### config.mk
export PLATFORM = sky130hd
export DESIGN_NAME = phase_detector
export DESIGN_NICKNAME = d
export VERILOG_FILES = /design/src/rtl/nco_pkg.sv /design/src/rtl/phase_detector.sv
export SDC_FILE = /design/constraint.sdc
export NUM_CORES = 1
export LEC_CHECK = 0
export CAP_MARGIN = 15
export CORE_MARGIN = 2
export CORE_UTILIZATION = 49
export DETAILED_ROUTE_END_ITERATION = 10
export PLACE_DENSITY = 0.69
export RECOVER_POWER = 25
export SYNTH_ARGS = -nofsm -noshare
export SYNTH_HDL_FRONTEND = slang
export SYNTH_SLANG_ARGS = --single-unit
### constraint.sdc
create_clock -name clk_i -period 6.01 [get_ports clk_i]
set_input_delay 1.202 -clock clk_i [delete_from_list [all_inputs] [get_ports clk_i]]
set_output_delay 1.202 -clock clk_i [all_outputs]
set_load 0.02 [all_outputs]
### src/rtl/nco_pkg.sv
// Shared types and constants for the CORDIC phase detector: FSM states,
// datapath widths and the arctangent table in NCO phase units.
package nco_pkg;

    typedef enum logic [1:0] {
        ST_IDLE,
        ST_PREROT,
        ST_ITER,
        ST_DONE
    } state_e;

    localparam int SAMPLE_W = 16;
    localparam int XY_W     = 18;
    localparam int Z_W      = 16;
    localparam int MAG_W    = 17;
    localparam int CNT_W    = 4;

    // round(atan(2^-n) * 65536 / (2*pi)); entry n sits at index n.
    localparam logic [15:0][Z_W-1:0] ATAN_TABLE = {
        16'd0,    16'd1,    16'd1,    16'd3,
        16'd5,    16'd10,   16'd20,   16'd41,
        16'd81,   16'd163,  16'd326,  16'd651,
        16'd1297, 16'd2555, 16'd4836, 16'd8192
    };

endpackage

### src/rtl/phase_detector.sv
// Iterative CORDIC vectoring phase detector: converts an (I,Q) sample into
// angle, magnitude and phase step relative to the previous result.
module phase_detector
    import nco_pkg::*;
#(
    parameter int ITER = 16
) (
    input  logic                       clk_i,
    input  logic                       rst_ni,
    input  logic                       tick_i,
    input  logic signed [SAMPLE_W-1:0] i_i,
    input  logic signed [SAMPLE_W-1:0] q_i,
    output logic        [Z_W-1:0]      phase_o,
    output logic        [MAG_W-1:0]    mag_o,
    output logic signed [Z_W-1:0]      step_o,
    output logic                       valid_o,
    output logic                       busy_o,
    output logic                       overrun_o
);

    localparam logic [CNT_W-1:0] LAST_ITER = CNT_W'(ITER - 1);

    state_e                   state_q, state_d;
    logic signed [XY_W-1:0]   x_q, x_d;
    logic signed [XY_W-1:0]   y_q, y_d;
    logic signed [XY_W-1:0]   x_sh, y_sh;
    logic        [Z_W-1:0]    z_q, z_d;
    logic        [Z_W-1:0]    res_z;
    logic        [CNT_W-1:0]  iter_q, iter_d;
    logic                     zero_q, zero_d;
    logic        [Z_W-1:0]    phase_q, phase_d;
    logic        [Z_W-1:0]    prev_q, prev_d;
    logic        [MAG_W-1:0]  mag_q, mag_d;
    logic signed [Z_W-1:0]    step_q, step_d;
    logic                     primed_q, primed_d;
    logic                     valid_q, valid_d;
    logic                     overrun_q, overrun_d;

    always_comb begin
        state_d   = state_q;
        x_d       = x_q;
        y_d       = y_q;
        z_d       = z_q;
        iter_d    = iter_q;
        zero_d    = zero_q;
        phase_d   = phase_q;
        prev_d    = prev_q;
        mag_d     = mag_q;
        step_d    = step_q;
        primed_d  = primed_q;
        valid_d   = 1'b0;
        overrun_d = tick_i && (state_q != ST_IDLE);
        x_sh      = x_q >>> iter_q;
        y_sh      = y_q >>> iter_q;
        // A zero vector gives no usable direction; report angle 0 for it.
        res_z     = zero_q ? '0 : z_q;

        case (state_q)
            ST_IDLE: begin
                if (tick_i) begin
                    x_d     = {{(XY_W-SAMPLE_W){i_i[SAMPLE_W-1]}}, i_i};
                    y_d     = {{(XY_W-SAMPLE_W){q_i[SAMPLE_W-1]}}, q_i};
                    state_d = ST_PREROT;
                end
            end
            ST_PREROT: begin
                zero_d = (x_q == '0) && (y_q == '0);
                iter_d = '0;
                // Fold the left half-plane onto the right so iterations converge.
                if (x_q[XY_W-1]) begin
                    x_d = -x_q;
                    y_d = -y_q;
                    z_d = 16'h8000;
                end else begin
                    z_d = '0;
                end
                state_d = ST_ITER;
            end
            ST_ITER: begin
                if (!y_q[XY_W-1]) begin
                    x_d = x_q + y_sh;
                    y_d = y_q - x_sh;
                    z_d = z_q + ATAN_TABLE[iter_q];
                end else begin
                    x_d = x_q - y_sh;
                    y_d = y_q + x_sh;
                    z_d = z_q - ATAN_TABLE[iter_q];
                end
                iter_d = iter_q + 1'b1;
                if (iter_q == LAST_ITER) begin
                    state_d = ST_DONE;
                end
            end
            ST_DONE: begin
                phase_d  = res_z;
                mag_d    = x_q[MAG_W-1:0];
                step_d   = primed_q ? signed'(res_z - prev_q) : '0;
                prev_d   = res_z;
                primed_d = 1'b1;
                valid_d  = 1'b1;
                state_d  = ST_IDLE;
            end
            default: begin
                state_d = ST_IDLE;
            end
        endcase
    end

    always_ff @(posedge clk_i or negedge rst_ni) begin
        if (!rst_ni) begin
            state_q   <= ST_IDLE;
            x_q       <= '0;
            y_q       <= '0;
            z_q       <= '0;
            iter_q    <= '0;
            zero_q    <= 1'b0;
            phase_q   <= '0;
            prev_q    <= '0;
            mag_q     <= '0;
            step_q    <= '0;
            primed_q  <= 1'b0;
            valid_q   <= 1'b0;
            overrun_q <= 1'b0;
        end else begin
            state_q   <= state_d;
            x_q       <= x_d;
            y_q       <= y_d;
            z_q       <= z_d;
            iter_q    <= iter_d;
            zero_q    <= zero_d;
            phase_q   <= phase_d;
            prev_q    <= prev_d;
            mag_q     <= mag_d;
            step_q    <= step_d;
            primed_q  <= primed_d;
            valid_q   <= valid_d;
            overrun_q <= overrun_d;
        end
    end

    assign phase_o   = phase_q;
    assign mag_o     = mag_q;
    assign step_o    = step_q;
    assign valid_o   = valid_q;
    assign busy_o    = (state_q != ST_IDLE);
    assign overrun_o = overrun_q;

endmodule

==> flow_summary_export.csv, run 1 <==
group,metric,value,unit
timing,rsz0062_at_grt,"false",
placement,place.port_buffers,86,
yosys,synth_enable_flop_cells,0,
routing,postRouteWirelength,33.0,mm
routing,final_antenna_net_count,0,
cells_and_area,drive_above_1_share,8.51,%
status,run_status,"finished with violations",
yosys,synth_area_per_cell,8.26,um^2
timing,worst_slew_pin_slew,3.07,ns
timing,setup_total_negative_slack,0,ns
grt,largest_net_degree_at_the_start_of_global_routing,73,
worst_setup_path,cp-end-kind,"register",
routing,vias_per_cell,6.08,
clock_network,holdBufCountCts,0,
routing,wl_per_cell,18.8,um
cells_and_area,antenna_cells_inserted,0,
die,placementRows,56,
grt,number_of_antenna_violations_at_the_first_check_in_global_routing,0,
clock_network,clock-sinks,111,
yosys,synth_top_cells_by_area,"sky130_fd_sc_hd__dfrtp_1, sky130_fd_sc_hd__ha_1, sky130_fd_sc_hd__mux4_2, sky130_fd_sc_hd__xnor2_1, sky130_fd_sc_hd__o21ai_0",
routing,via_count,10700,
grt,grt_first_pass_wirelength,53.6,mm
yosys,synth_top_area_cell,"sky130_fd_sc_hd__dfrtp_1",
routing,drt_first_pass_iters,5,
clock_network,clock_root_buffer,"sky130_fd_sc_hd__clkbuf_16",
grt,global_route.usage.met2,44.6,%
placement,place.gp.congestion,0.955,
clock_network,clock_insertion_delay_worst_skew,0.36,ns
yosys,synth_flop_cell,"sky130_fd_sc_hd__dfrtp_1",
grt,busiest_layer,"met2",
die,num_io_pins,87,
die,die_height,158,um
timing,timing.final.crit_period,5.48,ns
timing,fmax,183,MHz
timing,hold_viol_final,0,
worst_setup_path,start_kind,"register",
clock_network,number_of_cts_inserted_buffers,9,
yosys,synth.ff_latch_count,111,
clock_network,cts_tree,"built",
yosys,synthesis.instances,1413,
yosys,post_synth_most_frequent_cells,"sky130_fd_sc_hd__nand2_1, sky130_fd_sc_hd__nor2_1, sky130_fd_sc_hd__dfrtp_1",
flow_run,number_of_maximum_capacitance_violations,2,
cells_and_area,final_cell_area,0.0130,mm^2
yosys,ys_async_sr_fraction,100,%
clock_network,clk_path_buf_depth,2,
timing,finalSetupViolCount,0,
yosys,synth.net_count,1532,
grt,met3_resource_use_gr,2.78,%
min_path,hold_depth,1,
worst_setup_path,cp.required,6.26,ns
routing,dr.first_iter.drc_count,729,
cells_and_area,multi_input_logic_area,0.00813,mm^2
timing,post-route-period-util,91.2,%
worst_setup_path,critPathLaunch,"iter_q[2]",
grt,gr-usage-met1,35.8,%
clock_network,path_clk_slew,0.08,ns
worst_setup_path,rrSetupSlack,0.53,ns
timing,finalMaxSlewViolations,123,
yosys,synth_top_area_share,23.8,%
cells_and_area,area.growth.synth_to_final,11.3,%
worst_setup_path,setup.worst_path.class,"reg2reg",
cells_and_area,sequential_cell_area,0.00278,mm^2
clock_network,postCtsSetupBuffers,0,
worst_setup_path,worst-endpoint-arrival,5.73,ns
timing,slew_headroom,-105,%
worst_setup_path,regToRegStartpoint,"iter_q[2]",
yosys,most_frequently_used_cell_type_in_the_post_synthesis_netlist,"sky130_fd_sc_hd__nand2_1",
yosys,synth_sequential_area_ratio,23.8,%
placement,placedInstanceArea,0.0127,mm^2
cells_and_area,finish.net_count,1548,
cells_and_area,fillers,2228,
yosys,number_of_unique_standard_cell_types_used_by_synthesis,80,
yosys,syn_area,0.0117,mm^2
grt,grt_pass1_vias,10200,
grt,global_route.usage.total,26.9,%
yosys,synth_warnings,0,
routing,drc,0,
die,starting_density,49.9,%
status,failing_checks,"max-capacitance violations, max-slew violations",
die,design.die.area,0.0251,mm^2
worst_setup_path,worstRegToRegCells,16,
timing,fin_skew,0.0131,ns
die,fp.coreArea,0.0234,mm^2
die,die_x,158,um
clock_network,htreeDepth,3,
placement,place.detailed.hpwl,24.1,mm
clock_network,postCtsResizedCells,0,
grt,globalRoute.totalOverflow,0,
worst_setup_path,crit_fanout,33,
min_path,worstHoldStart,"mag_o[14]",
cells_and_area,fin_util,55.5,%
min_path,hp-class,"reg2reg",
-- metrics by stage --
stage          hold WS (ns)  cells  setup slack, ns
6_report              0.510   1753            0.531
5_1_grt               0.531   1753            0.199
4_1_cts               0.517   1753            0.653
3_5_place_dp          0.498   1737            0.690
3_3_place_gp          0.491   1737            0.798
2_1_floorplan         0.484   1413             1.13
-- final cells by class --
class | count | area share (%)
multi-input combinational | 1112 | 62.6
sequential | 111 | 21.4
timing repair buffer | 110 | 8.03
tap | 319 | 3.07
inverter | 85 | 2.46
clock buffer | 11 | 1.87
clock inverter | 5 | 0.501
-- placed cells by master (no fill, tap or decap), types with 6 or more instances in the layout --
| cell | n |
|---|---|
| sky130_fd_sc_hd__and3_1 | 9 |
| sky130_fd_sc_hd__a211oi_1 | 11 |
| sky130_fd_sc_hd__nor2b_1 | 32 |
| sky130_fd_sc_hd__a21o_1 | 11 |
| sky130_fd_sc_hd__a31oi_1 | 14 |
| sky130_fd_sc_hd__a211o_1 | 7 |
| sky130_fd_sc_hd__nand2_1 | 119 |
| sky130_fd_sc_hd__xor2_1 | 39 |
| sky130_fd_sc_hd__o22ai_1 | 29 |
| sky130_fd_sc_hd__a22o_1 | 10 |
| sky130_fd_sc_hd__mux2i_1 | 42 |
| sky130_fd_sc_hd__o211ai_1 | 7 |
| sky130_fd_sc_hd__mux4_2 | 29 |
| sky130_fd_sc_hd__o21ai_0 | 91 |
| sky130_fd_sc_hd__a221oi_1 | 23 |
| sky130_fd_sc_hd__o31ai_1 | 23 |
| sky130_fd_sc_hd__clkbuf_16 | 9 |
| sky130_fd_sc_hd__or4_1 | 6 |
| sky130_fd_sc_hd__clkdlybuf4s50_1 | 84 |
| sky130_fd_sc_hd__nor3_1 | 43 |
| sky130_fd_sc_hd__xnor2_1 | 68 |
| sky130_fd_sc_hd__buf_4 | 22 |
| sky130_fd_sc_hd__a22oi_1 | 6 |
| sky130_fd_sc_hd__o21a_1 | 16 |
| sky130_fd_sc_hd__o32ai_1 | 6 |
| sky130_fd_sc_hd__a21oi_1 | 81 |
| sky130_fd_sc_hd__and2_1 | 9 |
| sky130_fd_sc_hd__nor2_1 | 114 |
| sky130_fd_sc_hd__dfrtp_1 | 106 |
| sky130_fd_sc_hd__nand3_1 | 15 |
| sky130_fd_sc_hd__nand2b_1 | 24 |
| sky130_fd_sc_hd__mux2_2 | 31 |
| sky130_fd_sc_hd__inv_1 | 83 |
| sky130_fd_sc_hd__or3_1 | 19 |
| sky130_fd_sc_hd__ha_1 | 79 |
| sky130_fd_sc_hd__or2_2 | 7 |
-- flip-flops by register name, summed over array words and instances, names as in the netlist --
register / cells
overrun_o: 1
prev_q: 16
primed_q: 1
zero_q: 1
z_q: 16
step_o: 16
mag_o: 17
iter_q: 4
x_q: 18
y_q: 18
valid_o: 1
state_q: 2
-- cells by family (layout without fill, tap and decap cells) --
group | Yosys count | in the layout | synth area share [%]
AO/OA/AOI/OAI | 394 | 394 | 22.4
XOR/XNOR | 107 | 107 | 8.03
adder cells (fa/ha/maj) | 84 | 84 | 9.27
buffers and inverters | 190 | 211 | 6.63
flip-flops | 111 | 111 | 23.8
multiplexers | 103 | 103 | 12.4
AND/OR/NAND/NOR | 424 | 424 | 17.5
-- worst max-delay path, cell delays in order (launching register included) --
cell and delay [ns]:
sky130_fd_sc_hd__dfrtp_2 0.87, sky130_fd_sc_hd__mux4_2 0.60, sky130_fd_sc_hd__and2_1 0.17, sky130_fd_sc_hd__a2111oi_0 0.69, sky130_fd_sc_hd__o22a_1 0.30, sky130_fd_sc_hd__a21oi_1 0.09, sky130_fd_sc_hd__xor2_1 0.18, sky130_fd_sc_hd__ha_1 0.35
sky130_fd_sc_hd__nor3_1 0.32, sky130_fd_sc_hd__nor3_1 0.13, sky130_fd_sc_hd__a2111o_1 0.44, sky130_fd_sc_hd__a21o_1 0.21, sky130_fd_sc_hd__a31oi_1 0.29, sky130_fd_sc_hd__o21a_1 0.21, sky130_fd_sc_hd__o21ai_0 0.12, sky130_fd_sc_hd__xor2_1 0.16
sky130_fd_sc_hd__o311ai_1 0.23
-- final timing paths --
kind / endpoint
hold / removal: mag_o[14]
max in group asynchronous: x_q[9]
setup reg to reg: y_q[17]
hold reg to reg: mag_o[14]
setup / recovery: y_q[17]
min in group asynchronous: step_o[0]
-- routing by layer --
metal,vias up,routed length [um]
li1,5152,-
met1,5083,14400
met2,355,15500
met3,62,1660
met4,0,1430
met5,-,0
Power of run 1 is not shown: default switching activity piles up to over one toggle a cycle in this logic, so the estimate is an artifact.
==> run 2: changes to the inputs <==
--- a/config.mk
+++ b/config.mk
@@ -9,8 +9,11 @@
 export CORE_MARGIN = 2
 export CORE_UTILIZATION = 49
 export DETAILED_ROUTE_END_ITERATION = 10
+export HOLD_SLACK_MARGIN = 0.03
 export PLACE_DENSITY = 0.69
 export RECOVER_POWER = 25
+export REMOVE_ABC_BUFFERS = 1
 export SYNTH_ARGS = -nofsm -noshare
 export SYNTH_HDL_FRONTEND = slang
 export SYNTH_SLANG_ARGS = --single-unit
+export TNS_END_PERCENT = 30
==> run 2 against run 1 <==
Effect of this change:
- the flow still finishes with violations (max-capacitance violations, max-slew violations)
- register-to-register slack improved by 0.08 ns
- via count increased by 0.23%
- hold slack gained 0.0012 ns
- cell area about the same
- maximum frequency increased by 1.5%
- flip-flop and latch count unchanged
- die area unchanged
- global-route usage down 0.67 points
- cell count fell by 0.11%
==> flow_summary_export.csv, run 2 (synthesis results as in run 1) <==
group,metric,value,unit
clock_network,clock_insertion_delay_worst_skew,0.38,ns
timing,fin_skew,0.0163,ns
grt,busiest_layer,"met2",
timing,setup_total_negative_slack,0,ns
timing,hold_slack,0.512,ns
timing,finalMaxSlewViolations,137,
routing,wl_per_cell,18.5,um
placement,place.gp.congestion,0.993,
grt,global_route.usage.met2,44.7,%
cells_and_area,area.growth.synth_to_final,11.2,%
die,fp.coreArea,0.0234,mm^2
status,failing_checks,"max-capacitance violations, max-slew violations",
cells_and_area,fillers,2230,
cells_and_area,sequential_cell_area,0.00278,mm^2
worst_setup_path,regToRegStartpoint,"iter_q[2]",
grt,globalRoute.totalOverflow,0,
clock_network,postCtsResizedCells,0,
grt,global_route.usage.total,26.2,%
placement,place.port_buffers,86,
timing,post-route-period-util,89.9,%
worst_setup_path,cp-end-kind,"register",
worst_setup_path,worst-endpoint-arrival,5.71,ns
grt,number_of_antenna_violations_at_the_first_check_in_global_routing,0,
clock_network,clock-sinks,111,
cells_and_area,non_filler_instance_count_after_layout,1751,
worst_setup_path,setup.worst_path.class,"reg2reg",
die,die_x,158,um
grt,grt_first_pass_wirelength,52.2,mm
routing,drt_first_pass_iters,5,
grt,gr-usage-met1,33.7,%
clock_network,htreeDepth,3,
die,starting_density,49.9,%
routing,via_count,10700,
worst_setup_path,critical_path_cell_by_cell,"mux4_2, a21oi_1, a21oi_1, inv_1, ha_1, and3_1, a41o_1, mux2_2, ha_1, nand2_1, o21ai_0, o21ai_0, a21oi_1, nor2_1, a21oi_1, a31oi_1, or4_1, nand3_1",
min_path,hold_depth,1,
grt,largest_net_degree_at_the_start_of_global_routing,73,
die,die_height,158,um
die,placementRows,56,
clock_network,number_of_cts_inserted_buffers,9,
worst_setup_path,timing.critical_path.mode_cell,"sky130_fd_sc_hd__a21oi_1",
timing,rsz0062_at_grt,"false",
timing,fmax,185,MHz
clock_network,holdBufCountCts,0,
worst_setup_path,crit_fanout,36,
die,design.die.area,0.0251,mm^2
routing,postRouteWirelength,32.4,mm
routing,final_antenna_net_count,0,
cells_and_area,finish.net_count,1546,
worst_setup_path,worstRegToRegCells,18,
routing,dr.first_iter.drc_count,697,
cells_and_area,mostFrequentLayoutCell,"sky130_fd_sc_hd__nand2_1",
grt,grt_pass1_vias,10100,
min_path,hp-class,"reg2reg",
status,run_status,"finished with violations",
cells_and_area,drive_above_1_share,8.45,%
placement,place.detailed.instances,1735,
worst_setup_path,rrSetupSlack,0.61,ns
cells_and_area,antenna_cells_inserted,0,
placement,place.detailed.hpwl,23.9,mm
worst_setup_path,cp.required,6.32,ns
worst_setup_path,critical_path.max_stage_delay,0.89,ns
timing,timing.final.crit_period,5.40,ns
die,num_io_pins,87,
cells_and_area,most_frequent_cells_in_the_layout,"sky130_fd_sc_hd__nand2_1, sky130_fd_sc_hd__nor2_1, sky130_fd_sc_hd__dfrtp_1",
clock_network,path_clk_slew,0.09,ns
timing,hold_viol_final,0,
worst_setup_path,crit_slowest_cell,"sky130_fd_sc_hd__dfrtp_2",
min_path,whs_endpoint,"mag_o[8]",
timing,finalSetupViolCount,0,
cells_and_area,multi_input_logic_area,0.00813,mm^2
timing,slew_headroom,-134,%
min_path,worstHoldStart,"mag_o[8]",
clock_network,clk_path_buf_depth,2,
worst_setup_path,start_kind,"register",
routing,vias_per_cell,6.10,
flow_run,number_of_maximum_capacitance_violations,2,
timing,worst_slew_pin_slew,3.51,ns
worst_setup_path,worstReg2RegEnd,"x_q[17]",
routing,drc,0,
clock_network,clock_root_buffer,"sky130_fd_sc_hd__clkbuf_16",
clock_network,cts_tree,"built",
grt,met3_resource_use_gr,3.62,%
clock_network,postCtsSetupBuffers,0,
[run 2: cell types whose count changed in the layout (fill, tap and decap cells not counted)]
cell	change
sky130_fd_sc_hd__clkinvlp_4	-2
sky130_fd_sc_hd__inv_6	+1
sky130_fd_sc_hd__clkinv_4	+1
sky130_fd_sc_hd__clkbuf_8	-1
sky130_fd_sc_hd__buf_4	-2
sky130_fd_sc_hd__clkbuf_1	-1
sky130_fd_sc_hd__clkinv_8	+2
sky130_fd_sc_hd__inv_12	+1
sky130_fd_sc_hd__bufinv_16	-1
[run 2: critical path: cells and delay by family, from the launching register on]
kind,cells,cell delay [ns]
AO/OA/AOI/OAI,8,1.90
multiplexers,2,0.98
AND/OR/NAND/NOR,5,0.97
flip-flops,1,0.89
adder cells (fa/ha/maj),2,0.49
buffers and inverters,1,0.08
[run 2: routing by layer]
metal	wire length, um	share of wire (%)	up-vias
met5	0	0	-
met4	1100	3.4	0
met3	1860	5.7	75
met2	15500	48	372
met1	13900	43	5071
li1	-	-	5159
[run 2: final cells by class]
| type | instances | area share [%] |
|---|---|---|
| Multi-Input combinational cell | 1112 | 62.7 |
| Sequential cell | 111 | 21.5 |
| Timing Repair Buffer | 108 | 7.93 |
| Tap cell | 319 | 3.08 |
| Inverter | 85 | 2.46 |
| Clock buffer | 9 | 1.74 |
| Clock inverter | 7 | 0.665 |
[run 2: per-stage QoR]
step / setup WS (ns) / cell area, um^2 / utilization [%]
2_1_floorplan: 0.215 / 11200 / -
3_3_place_gp: 0.806 / 12700 / 54.2
3_5_place_dp: 0.676 / 12700 / 54.2
4_1_cts: 0.628 / 13000 / 55.5
5_1_grt: 0.206 / 13000 / 55.4
6_report: 0.609 / 13000 / 55.4
[run 2: worst max path at each step]
| stage | start | end | slack [ns] | cells past startpoint |
|---|---|---|---|---|
| finish | iter_q[2] | x_q[17] | 0.61 | 18 |
| global placement | iter_q[2] | x_q[17] | 0.81 | 18 |
| global route | iter_q[1] | y_q[17] | 0.21 | 19 |
| floorplan | iter_q[1] | z_q[15] | 0.21 | 17 |
| detailed placement | iter_q[2] | x_q[17] | 0.68 | 18 |
| CTS | iter_q[2] | x_q[17] | 0.63 | 18 |
Power of run 2 is left out for the same reason.
